==> config.mk <==
export PLATFORM = sky130hd
export DESIGN_NAME = hex_display_driver
export DESIGN_NICKNAME = d
export VERILOG_FILES = /design/src/rtl/hex_display_driver.sv
export SDC_FILE = /design/constraint.sdc
export NUM_CORES = 1
export LEC_CHECK = 0
export BUFFER_PORTS_ARGS = -buffer_cell sky130_fd_sc_hd__buf_2
export CORE_ASPECT_RATIO = 0.75
export CORE_MARGIN = 3
export CORE_UTILIZATION = 50
export CTS_BUF_LIST = sky130_fd_sc_hd__clkbuf_16
export DETAILED_ROUTE_END_ITERATION = 16
export PLACE_DENSITY_LB_ADDON = 0.1
export SYNTH_ARGS = -nofsm -noshare
export SYNTH_HDL_FRONTEND = slang
export SYNTH_SLANG_ARGS = --single-unit
export TNS_END_PERCENT = 20
==> constraint.sdc <==
create_clock -name clock -period 10.12 [get_ports clock]
set_clock_uncertainty 0.1 [all_clocks]
set_input_delay 1.012 -clock clock [delete_from_list [all_inputs] [get_ports clock]]
set_output_delay 1.012 -clock clock [all_outputs]
set_load 0.01 [all_outputs]
==> src/rtl/hex_display_driver.sv <==
// Six-digit active-low seven-segment driver: accepts a packed hex value over a valid/ready
// port and re-encodes it one digit per cycle (MSD first), with leading-zero blanking and blink.
module hex_display_driver #(
  parameter int unsigned DIGITS        = 6,
  parameter int unsigned BLINK_DIV     = 25_000_000,
  parameter bit          BLANK_LEADING = 1'b1
) (
  input  logic                   clock,
  input  logic                   reset,
  input  logic                   load_valid,
  output logic                   load_ready,
  input  logic [4*DIGITS-1:0]    load_value,
  input  logic [DIGITS-1:0]      load_blink_mask,
  output logic                   busy,
  output logic [DIGITS-1:0][6:0] hex_out
);

  localparam int unsigned IDX_W    = (DIGITS > 1) ? $clog2(DIGITS) : 1;
  localparam int unsigned CNT_W    = $clog2(BLINK_DIV);
  localparam int unsigned LAST_IDX = DIGITS - 1;
  localparam int unsigned CNT_LAST = BLINK_DIV - 1;
  localparam logic [6:0]  SEG_BLANK = 7'h7F;

  typedef enum logic {
    S_IDLE   = 1'b0,
    S_UPDATE = 1'b1
  } state_e;

  state_e                   state_q, state_d;
  logic [DIGITS-1:0][3:0]   value_q, value_d;
  logic [DIGITS-1:0]        mask_pend_q, mask_pend_d;
  logic [DIGITS-1:0]        mask_q, mask_d;
  logic [IDX_W-1:0]         idx_q, idx_d;
  logic                     seen_nz_q, seen_nz_d;
  logic [DIGITS-1:0][6:0]   code_q, code_d;
  logic [CNT_W-1:0]         cnt_q, cnt_d;
  logic                     phase_q, phase_d;

  logic                     accept_c;
  logic                     step_c;
  logic                     last_c;
  logic [3:0]               nibble_c;
  logic                     blank_c;
  logic                     wrap_c;

  // Active-low a..g patterns for 0-F.
  function automatic logic [6:0] seg_encode(input logic [3:0] n);
    logic [6:0] s;
    case (n)
      4'h0: s = 7'h40;
      4'h1: s = 7'h79;
      4'h2: s = 7'h24;
      4'h3: s = 7'h30;
      4'h4: s = 7'h19;
      4'h5: s = 7'h12;
      4'h6: s = 7'h02;
      4'h7: s = 7'h78;
      4'h8: s = 7'h00;
      4'h9: s = 7'h10;
      4'hA: s = 7'h08;
      4'hB: s = 7'h03;
      4'hC: s = 7'h46;
      4'hD: s = 7'h21;
      4'hE: s = 7'h06;
      4'hF: s = 7'h0E;
      default: s = SEG_BLANK;
    endcase
    return s;
  endfunction

  always_ff @(posedge clock or posedge reset) begin
    if (reset) begin
      state_q <= S_IDLE;
    end else begin
      state_q <= state_d;
    end
  end

  always_comb begin
    state_d = state_q;
    case (state_q)
      S_IDLE:   if (load_valid) state_d = S_UPDATE;
      S_UPDATE: if (idx_q == '0) state_d = S_IDLE;
      default:  state_d = S_IDLE;
    endcase
  end

  always_comb begin
    load_ready = 1'b0;
    busy       = 1'b0;
    accept_c   = 1'b0;
    step_c     = 1'b0;
    last_c     = 1'b0;
    case (state_q)
      S_IDLE: begin
        load_ready = 1'b1;
        accept_c   = load_valid;
      end
      S_UPDATE: begin
        busy   = 1'b1;
        step_c = 1'b1;
        last_c = (idx_q == '0);
      end
      default: begin
        load_ready = 1'b0;
      end
    endcase
  end

  // Digit currently being re-encoded; digit 0 is always shown even when zero.
  assign nibble_c = value_q[idx_q];
  assign blank_c  = BLANK_LEADING && !seen_nz_q && (nibble_c == 4'h0) && (idx_q != '0);

  always_comb begin
    value_d     = value_q;
    mask_pend_d = mask_pend_q;
    mask_d      = mask_q;
    idx_d       = idx_q;
    seen_nz_d   = seen_nz_q;
    code_d      = code_q;
    if (accept_c) begin
      value_d     = load_value;
      mask_pend_d = load_blink_mask;
      idx_d       = IDX_W'(LAST_IDX);
      seen_nz_d   = 1'b0;
    end else if (step_c) begin
      code_d[idx_q] = blank_c ? SEG_BLANK : seg_encode(nibble_c);
      seen_nz_d     = seen_nz_q | (nibble_c != 4'h0);
      idx_d         = idx_q - IDX_W'(1);
      if (last_c) begin
        mask_d = mask_pend_q;
      end
    end
  end

  always_ff @(posedge clock or posedge reset) begin
    if (reset) begin
      value_q     <= '0;
      mask_pend_q <= '0;
      mask_q      <= '0;
      idx_q       <= '0;
      seen_nz_q   <= 1'b0;
      code_q      <= {DIGITS{SEG_BLANK}};
    end else begin
      value_q     <= value_d;
      mask_pend_q <= mask_pend_d;
      mask_q      <= mask_d;
      idx_q       <= idx_d;
      seen_nz_q   <= seen_nz_d;
      code_q      <= code_d;
    end
  end

  // Free-running blink timebase, independent of loads.
  assign wrap_c  = (cnt_q == CNT_W'(CNT_LAST));
  assign cnt_d   = wrap_c ? '0 : cnt_q + CNT_W'(1);
  assign phase_d = wrap_c ? ~phase_q : phase_q;

  always_ff @(posedge clock or posedge reset) begin
    if (reset) begin
      cnt_q   <= '0;
      phase_q <= 1'b0;
    end else begin
      cnt_q   <= cnt_d;
      phase_q <= phase_d;
    end
  end

  always_comb begin
    for (int i = 0; i < int'(DIGITS); i++) begin
      hex_out[i] = (phase_q && mask_q[i]) ? SEG_BLANK : code_q[i];
    end
  end

endmodule
==> impl_metrics.json <==
{
  "run_status": "finished, final reports clean",
  "layout.nets": 615,
  "synth.avg_cell_area_um2": 10.9,
  "path_cells": "clkinv_1, a221oi_1, or2_2, ha_1, nor2b_1, nand2_1, nand2b_1, o21ai_1, o31ai_1",
  "first_pass_iters": 7,
  "hold_viol": 0,
  "drc": 0,
  "dp_cells": 698,
  "die_w_um": 126,
  "hpwl_mm": 9.12,
  "finalWirelength_mm": 12.4,
  "rsz0062_at_grt": "no",
  "finish.utilization_pct": 59.5,
  "p_leak_nw": 2.77,
  "drtIter0Drc": 227,
  "portBuffers": 76,
  "ios": 77,
  "diodes": 0,
  "cts_buffer_depth": 2,
  "grt-ovfl-total": 0,
  "cts_setup_buffers": 0,
  "wl_per_cell_um": 17.4,
  "insertion_delay_ns": 0.35,
  "globalRouteTotalUtil_pct": 21.6,
  "setup_viol": 0,
  "worst_setup_path_start_kind": "flop",
  "clk_pin_slew_ns": 0.07,
  "synth-edff-count": 0,
  "crit_fanout": 17,
  "antenna_found_initial": 0,
  "cts_tree": "built",
  "grt_max_degree": 82,
  "cp.arrival_ns": 3.55,
  "seq_area_frac_synth_pct": 51.2,
  "area_growth_pct": 14.5,
  "ant_nets": 0,
  "relSlewSlack_pct": 20.6,
  "final_common_cell": "buf_2",
  "ys_warn_count": 0,
  "die_y_um": 96.3,
  "rows": 32,
  "grt_pass1_vias": 3900,
  "syn-cell-area_um2": 5430,
  "cts_made_buffers": 9,
  "synth_flop_cell": "dfrtp_1",
  "ys_async_sr_fraction_pct": 100,
  "ctsHoldBuffers": 0,
  "cp.buffers_inverters": 1,
  "tightest_slew_ns": 1.18,
  "slew_viol_final": 0,
  "cp-end-kind": "flop",
  "cp_top_family": "simple AND/OR/NAND/NOR gates",
  "clockRootBuffer": "clkbuf_16",
  "synthCells": 498,
  "die_area_um2": 12200,
  "mostFrequentLayoutCells": "76 x buf_2, 67 x dfrtp_1, 49 x nand2b_1",
  "ys_types": 58,
  "fin_crit_sh_pct": 33.6,
  "grt_pass1_wl_mm": 20.5,
  "ys_ff_latch": 109,
  "ir_worst_vdd_v": 0.000151,
  "clock-sinks": 109,
  "timing.final.ws_setup_ns": 6.72,
  "place_congestion": 0.932,
  "cp_slowest_cell": "dfrtp_1",
  "clock.fmax_ghz": 0.294,
  "drv_cap": 0,
  "ctsHtreeMaxLevel": 3,
  "synth_top_area_share_pct": 30.9,
  "p_per_area_nw_per_um2": 334,
  "final_cells": 714,
  "initial_core_util_pct": 52.0,
  "synth_nets": 540,
  "drive_gt1_share_pct": 33.6,
  "avgViaCountPerCell": 5.73,
  "critPathKind": "reg -> reg",
  "period_minus_slack_ns": 3.40,
  "crit_required_ns": 10.27,
  "cts_resized": 0,
  "hp-class": "reg -> reg",
  "crit_path_max_incr_delay_ns": 0.77,
  "coreArea_um2": 10500,
  "yosys-top-cells-area": "dfrtp_1 31%, dfstp_2 20%, mux2_2 8.7%",
  "num_vias": 4091,
  "synth_top_area_cell": "dfrtp_1",
  "place_ws_ns": 6.76,
  "fin_tns_setup_ns": 0
}
## per-layer routing
layer  global-route usage, %  routed length, um
met2                    31.6               5460
met5                       0                  0
met1                    31.5               5970
met4                    6.52                202
met3                    5.60                776
## final cells by class
type	count	area, um^2
timing repair buffer	78	395
clock inverter	6	42.5
fill	858	4230
clock buffer	10	250
tap	136	170
multi-input combinational	364	2540
inverter	11	43.8
sequential	109	2780
## worst min-delay path, delay by kind of cell, from the launching register on
family / cells / cell delay [ns]
AO/OA/AOI/OAI: 1 / 0.06
flip-flops: 1 / 0.37
AND/OR/NAND/NOR: 1 / 0.05
## flip-flops by register name, indices dropped and copies added (netlist names)
register	cells
code_q	42
cnt_q	25
value_q	24
mask_pend_q	6
mask_q	6
idx_q	3
phase_q	1
seen_nz_q	1
state_q	1
## power breakdown
group	switching (mW)	internal (mW)	total (mW)	leakage (nW)
logic	0.573	0.390	0.963	1.35
clock network	0.164	0.184	0.348	0.149
registers	0.112	0.652	0.764	1.27
total	0.850	1.23	2.08	2.77
## metrics by stage
step	area, um^2	hold slack [ns]	total power [mW]
after global placement	5930	0.336	1.71
final	6220	0.375	2.08
after global routing	6220	0.390	2.23
after CTS	6220	0.372	2.08
after floorplan	5430	0.322	1.45
after detailed placement	5930	0.362	1.73
## cell usage after synthesis (all sizes together), types with 2 or more instances
library cell,count
or3,2
o211ai,7
and2,4
a2bb2oi,2
buf,10
o21ai,14
and3,2
nand2b,49
nor3,12
o31ai,13
nand3,19
and4,5
nor2,37
ha,9
xor2,10
inv,10
xnor2,10
o22ai,3
nand2,47
dfrtp,67
nor4,6
mux2i,6
nor2b,6
o2111ai,6
clkbuf,4
dfstp,42
a221oi,2
a21oi,8
mux2,42
nand4,7
a21boi,3
a31oi,18
o2bb2ai,2
## logic make-up after synthesis
kind of cell	count (synthesis)	share of synthesized area [%]
AND/OR/NAND/NOR	201	19.9
flip-flops	109	51.2
AO/OA/AOI/OAI	85	11.3
multiplexers	49	10.2
buffers and inverters	25	2.16
XOR/XNOR	20	3.22
adder cells (fa/ha/maj)	9	2.07
## worst paths after layout
kind / startpoint / endpoint / slack, ns / cells after the start
worst max-delay path: idx_q[0] / code_q[14] / 6.72 / 9
worst min-delay path: code_q[8] / code_q[8] / 0.37 / 2
worst max register to register: idx_q[0] / code_q[14] / 6.72 / 9
worst min register to register: code_q[8] / code_q[8] / 0.37 / 2
max in group asynchronous: reset / value_q[1] / 8.08 / 3
min in group asynchronous: reset / cnt_q[12] / 0.54 / 2
Power figures use the tool's default switching activity.
